<file path="src/rtl/arcade_ce_pkg.sv">
// Shared widths, config payload type and helpers for the arcade clock-enable generator.
package arcade_ce_pkg;

    localparam int unsigned CE_ACC_W = 16;

    typedef struct packed {
        logic [CE_ACC_W-1:0] num;
        logic [CE_ACC_W-1:0] den;
    } ce_cfg_t;

    // Channel-select width; a single channel still needs a one-bit index.
    function automatic int unsigned ch_w(input int unsigned n);
        return (n <= 1) ? 1 : $clog2(n);
    endfunction

endpackage

</file>
<file path="src/rtl/arcade_ce_chan.sv">
// One fractional clock-enable channel: phase accumulator stepping by num and
// wrapping at den, with runtime config, pause and resync.
module arcade_ce_chan #(
    parameter int unsigned      ACC_W   = 16,
    parameter logic [ACC_W-1:0] NUM_RST = ACC_W'(1),
    parameter logic [ACC_W-1:0] DEN_RST = ACC_W'(4)
) (
    input  logic             clk,
    input  logic             rst_n,
    input  logic             pause,
    input  logic             resync,
    input  logic             wr,
    input  logic [ACC_W-1:0] wr_num,
    input  logic [ACC_W-1:0] wr_den,
    output logic             ce,
    output logic             phase_zero
);

    logic [ACC_W-1:0] acc_q, acc_d;
    logic [ACC_W-1:0] num_q, num_d;
    logic [ACC_W-1:0] den_q, den_d;
    logic             ce_q, ce_d;
    logic             pz_q, pz_d;
    logic [ACC_W:0]   sum;

    always_comb begin
        acc_d = acc_q;
        num_d = num_q;
        den_d = den_q;
        ce_d  = 1'b0;
        sum   = {1'b0, acc_q} + {1'b0, num_q};
        if (resync || wr) begin
            // resync and a config write may coincide; both clear the phase
            acc_d = '0;
            if (wr) begin
                num_d = wr_num;
                den_d = wr_den;
            end
        end else if (pause) begin
            acc_d = acc_q;
        end else if ((den_q == '0) || (num_q == '0)) begin
            acc_d = '0;
        end else if (num_q >= den_q) begin
            acc_d = '0;
            ce_d  = 1'b1;
        end else if (sum >= {1'b0, den_q}) begin
            acc_d = ACC_W'(sum - {1'b0, den_q});
            ce_d  = 1'b1;
        end else begin
            acc_d = ACC_W'(sum);
        end
        pz_d = (acc_d == '0);
    end

    always_ff @(posedge clk or negedge rst_n) begin
        if (!rst_n) begin
            acc_q <= '0;
            num_q <= NUM_RST;
            den_q <= DEN_RST;
            ce_q  <= 1'b0;
            pz_q  <= 1'b1;
        end else begin
            acc_q <= acc_d;
            num_q <= num_d;
            den_q <= den_d;
            ce_q  <= ce_d;
            pz_q  <= pz_d;
        end
    end

    assign ce         = ce_q;
    assign phase_zero = pz_q;

endmodule

</file>
<file path="src/rtl/arcade_ce_gen.sv">
// Multi-channel fractional clock-enable generator: NCH accumulators producing
// ce at clk_sys*num/den, with global pause, resync and per-channel reprogramming.
module arcade_ce_gen
    import arcade_ce_pkg::*;
#(
    parameter int unsigned NCH   = 3,
    parameter int unsigned ACC_W = CE_ACC_W,
    parameter logic [NCH*ACC_W-1:0] NUM_INIT = {NCH{ACC_W'(1)}},
    parameter logic [NCH*ACC_W-1:0] DEN_INIT = {ACC_W'(13), ACC_W'(6), ACC_W'(4)}
) (
    input  logic                  clk_sys,
    input  logic                  reset_n,
    input  logic                  pause,
    input  logic                  resync,
    input  logic                  cfg_wr,
    input  logic [ch_w(NCH)-1:0]  cfg_ch,
    input  logic [ACC_W-1:0]      cfg_num,
    input  logic [ACC_W-1:0]      cfg_den,
    output logic [NCH-1:0]        ce,
    output logic [NCH-1:0]        phase_zero
);

    localparam int unsigned CH_W = ch_w(NCH);

    logic [NCH-1:0] wr_sel_c;

    // Indices at or above NCH match no channel, so such writes are dropped.
    always_comb begin
        wr_sel_c = '0;
        for (int unsigned i = 0; i < NCH; i++) begin
            wr_sel_c[i] = cfg_wr && (cfg_ch == CH_W'(i));
        end
    end

    for (genvar i = 0; i < NCH; i++) begin : g_ch
        arcade_ce_chan #(
            .ACC_W   (ACC_W),
            .NUM_RST (NUM_INIT[i*ACC_W +: ACC_W]),
            .DEN_RST (DEN_INIT[i*ACC_W +: ACC_W])
        ) u_chan (
            .clk        (clk_sys),
            .rst_n      (reset_n),
            .pause      (pause),
            .resync     (resync),
            .wr         (wr_sel_c[i]),
            .wr_num     (cfg_num),
            .wr_den     (cfg_den),
            .ce         (ce[i]),
            .phase_zero (phase_zero[i])
        );
    end

endmodule
</file>
<file path="config.mk">
export PLATFORM = sky130hd
export DESIGN_NAME = arcade_ce_gen
export DESIGN_NICKNAME = d
export VERILOG_FILES = /design/src/rtl/arcade_ce_pkg.sv /design/src/rtl/arcade_ce_chan.sv /design/src/rtl/arcade_ce_gen.sv
export SDC_FILE = /design/constraint.sdc
export NUM_CORES = 1
export LEC_CHECK = 0
export CORE_UTILIZATION = 55
export CTS_BUF_LIST = sky130_fd_sc_hd__clkbuf_2 sky130_fd_sc_hd__clkbuf_4 sky130_fd_sc_hd__clkbuf_8
export CTS_CLUSTER_SIZE = 8
export DETAILED_ROUTE_END_ITERATION = 8
export DONT_BUFFER_PORTS = 1
export PLACE_DENSITY = 0.7
export SETUP_SLACK_MARGIN = 0.5
export SLEW_MARGIN = 10
export SYNTH_ARGS = -nofsm -noshare
export SYNTH_HDL_FRONTEND = slang
export SYNTH_HIERARCHICAL = 1
export SYNTH_SLANG_ARGS = --single-unit
</file>
<file path="constraint.sdc">
create_clock -name clk_sys -period 5 [get_ports clk_sys]
set_input_delay 1 -clock clk_sys [delete_from_list [all_inputs] [get_ports clk_sys]]
set_output_delay 1 -clock clk_sys [all_outputs]
set_load 0.01 [all_outputs]
</file>
==> metrics.cfg <==
[timing]
period_needed_ns=4.602
slew_violations=0
finalSetupTns_ns=0
setup_viol=0
holdWs_ns=0.2194
grt_setup_unrepaired=yes
fin_skew_ns=0.01665
worstMarginPinSlew_ns=1.141
fmax_mhz=217.3
max_slew_margin=0.2361
hold_viol_final=0
timing.final.ws_setup_ns=0.3979
fin_crit_sh=0.9204

[synth]
synthTopCellsByArea=dfrtp_1 (28%), ha_1 (15%), mux2_2 (4.1%)
synth_edf_count=0
postSynth.asyncResetShare=1.000
ys_ff_latch=150
synth_fp_nets=1555
yosys_warnings=6
ys_seq_area_frac=0.3046
synth_ff_type=dfrtp_1
syn_inst=1366
synth_area_um2=12370
syn_area_per_cell_um2=9.056
ys_types=95
post-synth-top-area-fraction=0.2792
yosys.area.top_type=dfrtp_1

[cells_and_area]
drive_gt1_frac=0.2522
layout_commonest_cell=dfrtp_1
finalNetCount=1639
area_delta_synth_final_pct=19.32
nFillCells=1718
multi_input_area_um2=9115
final_cell_area_um2=14760
layout_common_cells=dfrtp_1 (134), nand2_1 (125), ha_1 (117)
regArea_um2=3774

[worst_setup_path]
critPathLaunchType=register
cp-end-kind=register
slowest_delay_ns=0.43
critical_path_class=register to register
critical_path_required_ns=5.39
crit_arrival_ns=4.99
crit_slowest_cell=dfrtp_1
r2r_slack_ns=0.40
crit_fanout=9
path_cells=ha_4, inv_2, fa_2, nor2b_4, o31a_4, o211a_4, or4_4, and2_4, ha_4, nand4_1, buf_4, nor2_2, nand2_2, and3_4, buf_6, nand2_8, o211ai_1, nor4_2, nand4_1, nor4_2

[pwr]
peakVddDrop_v=0.0007161
leakagePower_nw=6.504
power_w=0.01187
power_density_nw_per_um2=804.5

[floorplanning]
die_w_um=152.0
ioPinCount=45
core_um2=21960
die_h_um=152.0
initial_utilization=0.5634
row_count=54
die_area_um2=23100

[route]
finalWirelength_um=40090
dr_wl_met3_um=3264
drt_iter0_markers=1030
wl_per_cell_um=22.99
routed-wl-met2_um=17980
dr.pass1.iters=7
post-route-drc-count=20
num_vias=11480
wirelength_met1_um=17360
routed_via_density=6.585
ant_nets=0
highest_layer=met4

[clocking]
cts.root.buffer_cell=clkbuf_8
cts.htree.levels=4
clock_latency_ns=0.47
cts_buffers=17
clk_pin_slew_ns=0.09
cts.path.max_buffers=2
cts_sinks=150
cts_tree=yes

[placement]
postPlaceCellArea_um2=12690
pre_cts_slack_ns=0.01211
numPortBuffers=0
finalWeightedCongestion=0.9101
hpwlAfterDp_um=28500

[global_route]
grt_start_max_net_pins=151
grt_overflow=0
track_usage=0.3406
grt_pass1_vias=11150
antenna_found_initial=1
grt_pass1_wl_um=61350

[hold_path]
hp-class=input port to asynchronous set/reset pin

[run]
drv_cap=0

[run_status]
failed_checks=DRC
status=finished, violations left

-- synth_stat cells (all sizes together) (6+ instances only) --
| cell type | number |
|---|---|
| ha | 144 |
| nor2b | 14 |
| o31ai | 13 |
| fa | 6 |
| a211oi | 17 |
| o21ai | 110 |
| a21o | 40 |
| o211a | 6 |
| nand2b | 10 |
| buf | 10 |
| xor2 | 15 |
| dfrtp | 138 |
| nand4 | 25 |
| nor2 | 68 |
| nor3 | 24 |
| o21a | 25 |
| xnor2 | 48 |
| nand3 | 38 |
| nand2 | 131 |
| nor4 | 34 |
| a31oi | 9 |
| mux2i | 10 |
| o2111ai | 11 |
| mux2 | 45 |
| and3 | 10 |
| or3 | 10 |
| and2 | 15 |
| dfstp | 12 |
| a21oi | 89 |
| clkbuf | 28 |
| a211o | 9 |
| o311ai | 9 |
| o211ai | 24 |
| inv | 83 |
-- final cells by class --
| type | count | share of cell area |
|---|---|---|
| well taps | 280 | 0.02373 |
| multi-input cells | 1096 | 0.6175 |
| flip-flops and latches | 150 | 0.2557 |
| clock buffers | 22 | 0.01924 |
| clock inverters | 10 | 0.008307 |
| repair buffers | 102 | 0.05425 |
| diodes | 1 | 0.0001695 |
| inverters | 83 | 0.02111 |
-- cell families (layout without fill, tap and decap cells) --
group,Yosys count,count (layout),synth area share
adders and majority gates,150,150,0.1554
AOI/OAI and AO/OA,423,423,0.2403
and+or+nand+nor,404,405,0.1666
muxes,55,55,0.04905
other,0,1,0
DFF,150,150,0.3046
xor gates and xnor gates,63,63,0.04460
buffers and inverters,121,217,0.03945
-- where the power goes --
| group | switching [W] | internal [W] |
|---|---|---|
| clock network | 0.000497 | 0.000489 |
| logic | 0.00494 | 0.00409 |
| registers | 0.000329 | 0.00154 |
| total | 0.00576 | 0.00611 |
-- sequential cells by signal, indices dropped and copies added (netlist names) --
name	count
g_ch.u_chan/ce	3
g_ch.u_chan/den_q	48
g_ch.u_chan/phase_zero	3
g_ch.u_chan/acc_q	48
g_ch.u_chan/num_q	48
-- per-layer routing --
metal | up-vias | GRT usage
met5 | - | 0
met4 | 0 | 0.1385
met3 | 96 | 0.08585
met2 | 491 | 0.5174
met1 | 5610 | 0.4637
li1 | 5287 | -
-- worst paths after layout --
check / cells past startpoint / start / end
setup / recovery: 20 / g_ch[2].u_chan/acc_q[0] / g_ch[2].u_chan/phase_zero
hold / removal: 0 / reset_n / g_ch[0].u_chan/acc_q[7]
setup reg to reg: 20 / g_ch[2].u_chan/acc_q[0] / g_ch[2].u_chan/phase_zero
hold reg to reg: 2 / g_ch[1].u_chan/acc_q[5] / g_ch[1].u_chan/acc_q[5]
max in group asynchronous: 0 / reset_n / g_ch[2].u_chan/phase_zero
min in group clk_sys: 2 / g_ch[1].u_chan/acc_q[5] / g_ch[1].u_chan/acc_q[5]
-- timing repair --
action,4_1_cts,5_1_grt
resized for setup,97,95
setup buffers,53,31
pin swaps,71,90
hold buffers,0,0
setup endpoints to repair,14,7
gates cloned,2,0
hold endpoints to repair,0,0
-- worst max-delay path: cells and delay by family, from the launching register on --
family | cells | cell delay [ns]
DFF | 1 | 0.43
buffers and inverters | 3 | 0.40
and+or+nand+nor | 11 | 2.15
adders and majority gates | 3 | 0.70
AOI/OAI and AO/OA | 3 | 0.82
-- stage by stage --
stage / utilization / std cells
finish: 0.6722 / 1744
global route: 0.6721 / 1743
CTS: 0.6366 / 1712
detailed placement: 0.5777 / 1625
global placement: 0.5777 / 1625
floorplan: - / 1366
Power figures use the tool's default switching activity.
